File: config.mk
export PLATFORM = sky130hd
export DESIGN_NAME = fir4_out_stage
export DESIGN_NICKNAME = d
export VERILOG_FILES = /design/src/rtl/fir4_out_stage.sv
export SDC_FILE = /design/constraint.sdc
export NUM_CORES = 1
export LEC_CHECK = 0
export CAP_MARGIN = 30
export CORE_ASPECT_RATIO = 1.2
export CORE_UTILIZATION = 55
export CTS_BUF_LIST = sky130_fd_sc_hd__clkbuf_2 sky130_fd_sc_hd__clkbuf_4 sky130_fd_sc_hd__clkbuf_8
export CTS_CLUSTER_SIZE = 14
export DETAILED_ROUTE_END_ITERATION = 6
export PLACE_DENSITY = 0.76
export SLEW_MARGIN = 10
export SYNTH_ARGS = -nofsm -noshare
export SYNTH_HDL_FRONTEND = slang
export SYNTH_SLANG_ARGS = --single-unit
File: constraint.sdc
create_clock -name clk -period 3.9 [get_ports clk]
set_clock_uncertainty 0.2 [all_clocks]
set_input_delay 0.78 -clock clk [delete_from_list [all_inputs] [get_ports clk]]
set_output_delay 0.78 -clock clk [all_outputs]
set_load 0.005 [all_outputs]
File: src/rtl/fir4_out_stage.sv
// ----------------------------------------------------------------------------
// fir4_out_stage
// Output stage for a free-running 4-tap FIR. The signed FIR sum is rounded
// (round-half-up, arithmetic shift right by SHIFT), saturated to OW bits and
// buffered in a DEPTH-entry FIFO with a valid/ready consumer interface.
// The FIR side cannot be stalled, so samples arriving at a full FIFO are
// dropped and flagged with a sticky overflow bit.
//
// Optional feature macro: FIR4_OUT_SAT_CNT_EN
//   When defined, adds sat_cnt[15:0], a saturating count of clipped samples.
//
// Ports
//   clk       in   rising-edge clock
//   reset_n   in   asynchronous active-low reset
//   s_in      in   signed FIR sum, w+2 bits
//   s_valid   in   s_in carries a new sample this cycle
//   m_data    out  signed head-of-FIFO sample (0 when empty)
//   m_valid   out  FIFO non-empty
//   m_ready   in   consumer accepts m_data
//   level     out  FIFO occupancy
//   full      out  level == DEPTH
//   overflow  out  sticky: a sample was dropped
//   sat_cnt   out  clipped-sample count (FIR4_OUT_SAT_CNT_EN only)
// ----------------------------------------------------------------------------
module fir4_out_stage #(
  parameter int w     = 16,
  parameter int OW    = 16,
  parameter int SHIFT = 2,
  parameter int DEPTH = 4
) (
  input  logic                        clk,
  input  logic                        reset_n,
  input  logic signed [w+1:0]         s_in,
  input  logic                        s_valid,
  output logic signed [OW-1:0]        m_data,
  output logic                        m_valid,
  input  logic                        m_ready,
  output logic [$clog2(DEPTH):0]      level,
  output logic                        full,
  output logic                        overflow
`ifdef FIR4_OUT_SAT_CNT_EN
  ,
  output logic [15:0]                 sat_cnt
`endif
);

  localparam int AW = $clog2(DEPTH);
  localparam int PW = AW + 1;

  localparam logic [w+2:0]        ONE     = {{(w+2){1'b0}}, 1'b1};
  // Half an LSB of the shifted result; zero when no shift is applied.
  localparam logic signed [w+2:0] RND     = (ONE << SHIFT) >> 1;
  localparam logic signed [w+2:0] SAT_MAX = (ONE << (OW - 1)) - ONE;
  localparam logic signed [w+2:0] SAT_MIN = ~SAT_MAX;

  logic signed [w+2:0]  sum_s;
  logic signed [w+2:0]  p1_d, p1_q;
  logic                 p1_v_q;
  logic signed [OW-1:0] p2_d, p2_q;
  logic                 p2_v_q;
  logic                 clip_s;

  logic [PW-1:0]        wr_q, rd_q, wr_d, rd_d;
  logic signed [OW-1:0] mem_q [DEPTH];
  logic                 ovf_q, ovf_d;
  logic                 empty_s, full_s, pop_s, push_ok_s;

  // Rounding: sign-extend to w+3 bits first so adding RND can never wrap.
  always_comb begin
    sum_s = $signed({s_in[w+1], s_in}) + RND;
    p1_d  = sum_s >>> SHIFT;
  end

  // Saturation of the rounded value to the OW-bit output range.
  always_comb begin
    clip_s = 1'b0;
    p2_d   = p1_q[OW-1:0];
    if (p1_q > SAT_MAX) begin
      clip_s = 1'b1;
      p2_d   = SAT_MAX[OW-1:0];
    end else if (p1_q < SAT_MIN) begin
      clip_s = 1'b1;
      p2_d   = SAT_MIN[OW-1:0];
    end else begin
      p2_d   = p1_q[OW-1:0];
    end
  end

  // FIFO control: a pop frees a slot in the same edge, so push+pop at full is legal.
  always_comb begin
    empty_s   = (wr_q == rd_q);
    full_s    = (wr_q[AW] != rd_q[AW]) && (wr_q[AW-1:0] == rd_q[AW-1:0]);
    pop_s     = !empty_s && m_ready;
    push_ok_s = p2_v_q && (!full_s || pop_s);
    wr_d      = push_ok_s ? wr_q + {{(PW-1){1'b0}}, 1'b1} : wr_q;
    rd_d      = pop_s ? rd_q + {{(PW-1){1'b0}}, 1'b1} : rd_q;
    ovf_d     = ovf_q || (p2_v_q && full_s && !pop_s);
  end

  // Pipeline valids, pipeline data, FIFO pointers and overflow flag.
  always_ff @(posedge clk or negedge reset_n) begin
    if (!reset_n) begin
      p1_q   <= '0;
      p1_v_q <= 1'b0;
      p2_q   <= '0;
      p2_v_q <= 1'b0;
      wr_q   <= '0;
      rd_q   <= '0;
      ovf_q  <= 1'b0;
    end else begin
      if (s_valid) begin
        p1_q <= p1_d;
      end
      p1_v_q <= s_valid;
      if (p1_v_q) begin
        p2_q <= p2_d;
      end
      p2_v_q <= p1_v_q;
      wr_q   <= wr_d;
      rd_q   <= rd_d;
      ovf_q  <= ovf_d;
    end
  end

  // FIFO storage; contents are only observed through m_data when non-empty.
  always_ff @(posedge clk) begin
    if (push_ok_s) begin
      mem_q[wr_q[AW-1:0]] <= p2_q;
    end
  end

  // Output decode from registered pointer state; m_data is forced to 0 when empty.
  always_comb begin
    m_valid  = !empty_s;
    level    = wr_q - rd_q;
    full     = full_s;
    overflow = ovf_q;
    if (m_valid) begin
      m_data = mem_q[rd_q[AW-1:0]];
    end else begin
      m_data = '0;
    end
  end

`ifdef FIR4_OUT_SAT_CNT_EN
  logic [15:0] sat_q;

  // Clip counter: counts every clipped sample entering P2, sticks at all-ones.
  always_ff @(posedge clk or negedge reset_n) begin
    if (!reset_n) begin
      sat_q <= 16'h0000;
    end else if (p1_v_q && clip_s && (sat_q != 16'hFFFF)) begin
      sat_q <= sat_q + 16'h0001;
    end else begin
      sat_q <= sat_q;
    end
  end

  assign sat_cnt = sat_q;
`endif

endmodule

Word-level counts from Yosys, hierarchy flattened --
Memory sizes are Yosys's and may differ from the RTL's. Cells that the tools add are included.
Operators by class: muxes and demuxes 5, order comparisons 2, eq/ne operators 3, add/subtract/negate cells 4, bitwise logic cells 0, reductions and logical operators 10, div/mod/pow operators 0, $mul 0, shift operators 0
Operators with widths (count):
- $mux 16 | 3
- $add 18x3->19 const B | 1
- $gt 17x16->1 const B | 1
- $lt 17x16->1 const B | 1
- $add 3x1->3 const B | 2
- $logic_and 1x1->1 | 5
- $eq 3x3->1 | 1
- $logic_not 1->1 | 3
- $sub 3x3->3 | 1
- $eq 2x2->1 | 1
- $logic_or 1x1->1 | 2
- $mux 1 | 2
- $ne 1x1->1 | 1
Word-level totals: memory bits (writable) 64, ROM bits 0, bits in latches 0, register bits 42, memories 1, output and inout bits 22, word-level logic and storage cells 32
Memories:
- mem_q | depth 4, bits a word 16, rd ports 1, clocked after Yosys merged registers in 0, write ports 1, line 64 | logic signed [OW-1:0] mem_q [DEPTH];

Logic depth before layout (Yosys ltp) --
depth in word-level cells 7, gate-level depth with buffers 8, depth with buffers taken out 6

Worst setup path before layout --
OpenSTA, ideal clock, no wires.
path type register to output, start point reg rd_q[1], end point out m_data[10], stages on the path, launching flop included 8, buffers on the path 3, path slack 1.286 ns, data arrival time 1.634 ns, cell sequence dfrtp_1 > buf_2 > buf_2 > inv_1 > ha_1 > nand3_2 > clkbuf_1 > and2_1
On the way: cells in the longest elaborated chain, start to end 2, elaborated cells between the ends (all ways) 3, classes of those cells 1 x eq/ne; 1 x mux; 1 x memory
Ends and longest elaborated chain:
- start, declared | line 63 | logic [PW-1:0] wr_q, rd_q, wr_d, rd_d;
- start signal, assigned | line 120 | rd_q <= rd_d;
- $mem_v2 4x16 / $eq 3x3->1 (equally long branches)
- $mux 16 (*) | line 138 | if (m_valid) begin
- end, declared | line 35 | output logic signed [OW-1:0] m_data,
Every way passes the cells marked *; elsewhere a longest branch is shown, timed or not.

Final worst setup path --
start point reg rd_q[0], end point out m_data[10]
Same word-level chain as after synthesis.

==> metrics.md <==
| Metric | Value |
|---|---|
| Hpwl dp | approximately 5 mm |
| Post-synth cell types | 34 |
| Status | completed |
| Cells after DPL | around 440 |
| Hold/Removal Path Class | input pin to async pin |
| Most frequent cells in the layout | edfxtp_1, dfrtp_1, clkdlybuf4s50_1, and2_1, nor2_1 |
| Layout fillers | between 500 and 600 |
| Worst-path maximum fanout | 12 |
| Routed vias | 2421 |
| Int Pwr | around 2.6 mW |
| Max stage delay cell, worst path | dfrtp_1 |
| Setup bufs post-CTS | 0 |
| Core area | approximately 0.0082 mm2 |
| Post-layout net count | ~370 |
| PwrDens | approximately 670 mW/mm2 |
| Final WL | just over 7 mm |
| Post-route ant nets | 0 |
| Final setup fails | 0 |
| Synthesis-to-finish area growth | 16.15% |
| Critical-path cell list | buf_12, mux4_2, and2_1, clkdlybuf4s50_1 |
| Port Buffer Count | between 40 and 50 |
| Num CTS Buffers | 9 |
| Synth warn | 0 |
| Max-slew violation count | 0 |
| Hold_ws | between 0.04 and 0.05 ns |
| Clock Latency Late Sink | around 0.36 ns |
| CTS clk-pin slew, worst paths | around 0.080 ns |
| Clock tree from TritonCTS | built |
| Leakage power | 1.877 nW |
| Sequential share of power | between 40% and 50% |
| Gr ovfl total | 0 |
| Vias in the first global route | 2322 |
| Max incr delay on CP | 0.66 ns |
| Die area | 0.008824 mm2 |
| Required @ worst endpoint | around 2.9 ns |
| Critical path origin | rd_q[0] |
| Crit path launch type | flip-flop |
| Worst EP arrival | between 2 and 2.5 ns |
| Worst-Margin Slew | roughly 0.78 ns |
| Tmin final | 3.357 ns |
| Max cap viols | 0 |
| Mapped Avg Cell Area | roughly 16 um2 |
| Remaining DRCs | 0 |
| FMAX | between 0.2 and 0.3 GHz |
| DP Worst Slack | between 0.8 and 0.9 ns |
| FP Rows | 36 |
| Bufs on Longest Clock Path | 2 |
| Synthesized area | roughly 0.0046 mm2 |
| Initial drt markers | 131 |
| Critical path capture point type | output port |
| Synth Net Count | 326 |
| Peak supply drop | roughly 210 uV |
| Mean routed wirelength per cell | 15.47 um |
| Fin crit share | between 80% and 90% |
| Seq/Total Area, Yosys | between 60% and 70% |
| Relative slew slack | between 40% and 50% |
| NetSw | approximately 1 mW |
| RSZ-0062 raised after global routing | false |
| Sw frac | roughly 28% |
| Seq cells post-synth | between 100 and 150 |
| 1st-pass router iterations | 4 |
| Routability cong. | approximately 0.7 |
| Hold-fix buffers, CTS | 0 |
| Setup TNS | 0 ns |
| Clock power share | ~17% |
| Largest net degree at the start of global routing | 43 |
| CTS Root Cell | clkbuf_8 |
| Share of layout cells above drive strength 1 | roughly a fifth |
| R2R Path Start | rd_q[0] |
| Global Route Usage Sum | ~18% |
| Initial core utilization | between 50% and 60% |
| Antenna cells | 0 |
| WS Path Type | flip-flop to output port |
| Final hold violations | 0 |
| Fin worst setup slack | around 0.54 ns |
| # clock sinks | 106 |
| First-pass GRT wire length | approximately 11 mm |
| DR vias/cell | ~5.3 |
| Comb pwr share | 38.8% |
| H-tree depth reported by CTS | 3 |
| Die W | 85.92 um |
| Chip height | 102.7 um |
| Synth Instances | 295 |
| Boundary Pins | 44 |
| Non-filler instance count after layout | 460 |
| Initial antenna violation count | 0 |
| Commonest non-fill, non-tap cell in the layout | edfxtp_1 |
| PostCTS Resize Cnt | 0 |
| Fin util | roughly two thirds |
worst max-delay path, delay by kind of cell, from the launching register on:
family | cells | cell delay (ns)
AND/OR/NAND/NOR | 1 | 0.17
multiplexers | 1 | 0.51
buffers and inverters | 2 | 0.68
flip-flops | 1 | 0.66
sequential cells by signal, summed over array words and instances, names as in the netlist:
signal and cells:
mem_q 64, overflow 1, p1_q 17, p1_v_q 1, p2_q 16, p2_v_q 1
rd_q 3, wr_q 3
power by group through the flow:
stage	combinational [mW]	clock, mW	sequential (mW)
floorplan	0.803	0	1.57
detailed placement	1.43	0	1.63
finish	1.40	0.617	1.60
global route	1.53	0.679	1.63
global placement	1.41	0	1.61
CTS	1.43	0.635	1.60
cell type report:
type,instances,area [um2],area share [%]
Clock buffer,9,123.9,2.294
Inverter,8,30.03,0.5562
Multi-Input combinational cell,167,1577,29.20
Tap cell,114,142.6,2.642
Timing Repair Buffer,49,493.0,9.131
Sequential cell,106,2973,55.06
Clock inverter,7,60.06,1.112
path summary, 6_finish.rpt:
kind / endpoint / slack [ns] / cells past startpoint
max: m_data[10] / 0.54 / 4
min in group clk: overflow / 0.28 / 1
max reg2reg: mem_q[0][8] / 1.63 / 5
max in group asynchronous: p2_q[8] / 3.03 / 2
min: p2_q[0] / 0.04 / 1
min reg2reg: overflow / 0.28 / 1
stage by stage:
step / area (um2) / power (mW)
after floorplan: 4648 / 2.370
after global placement: 5195 / 3.016
after detailed placement: 5195 / 3.058
after CTS: 5379 / 3.673
after global routing: 5399 / 3.842
final: 5399 / 3.621
synth_stat cells:
library cell	instances	area [um2]
and2_1	19	118.9
mux4_2	16	360.4
edfxtp_1	64	1922
nor4_4	1	21.27
nand3_1	4	20.02
nand3_2	3	30.03
mux2_2	17	191.4
mux2_1	1	11.26
nand4_4	1	21.27
nor2_1	19	71.32
buf_2	4	20.02
nor4_2	5	62.56
fa_1	1	20.02
nand2_1	8	30.03
nor3_1	3	15.01
buf_4	1	7.510
clkbuf_1	8	30.03
xnor2_2	1	16.27
nand4_1	2	12.51
and2_4	1	8.760
dfrtp_1	42	1051
xnor2_1	17	148.9
ha_1	8	100.1
a21oi_1	16	80.08
maj3_1	15	150.1
o21bai_1	1	7.510
nand4_2	1	12.51
o31a_4	1	17.52
a21o_1	1	7.510
inv_1	8	30.03
o21ai_1	1	5.000
buf_6	1	11.26
nor3_2	1	10.01
xor2_1	3	26.28
cells by family (layout without fill, tap and decap cells):
kind of cell | Yosys count | after routing | share of synthesized area [%]
flip-flops | 106 | 106 | 63.96
AO/OA/AOI/OAI | 20 | 20 | 2.530
buffers and inverters | 22 | 73 | 2.127
AND/OR/NAND/NOR | 68 | 68 | 9.340
XOR/XNOR | 21 | 21 | 4.119
multiplexers | 34 | 34 | 12.11
adder cells (fa/ha/maj) | 24 | 24 | 5.814
metal layers:
| layer | track usage (%) | share of wire, % |
|---|---|---|
| met5 | 0 | 0 |
| met4 | 7.564 | 2.1 |
| met3 | 3.122 | 2.4 |
| met2 | 31.62 | 53 |
| met1 | 21.83 | 43 |
(Power assumes the default switching activity.)
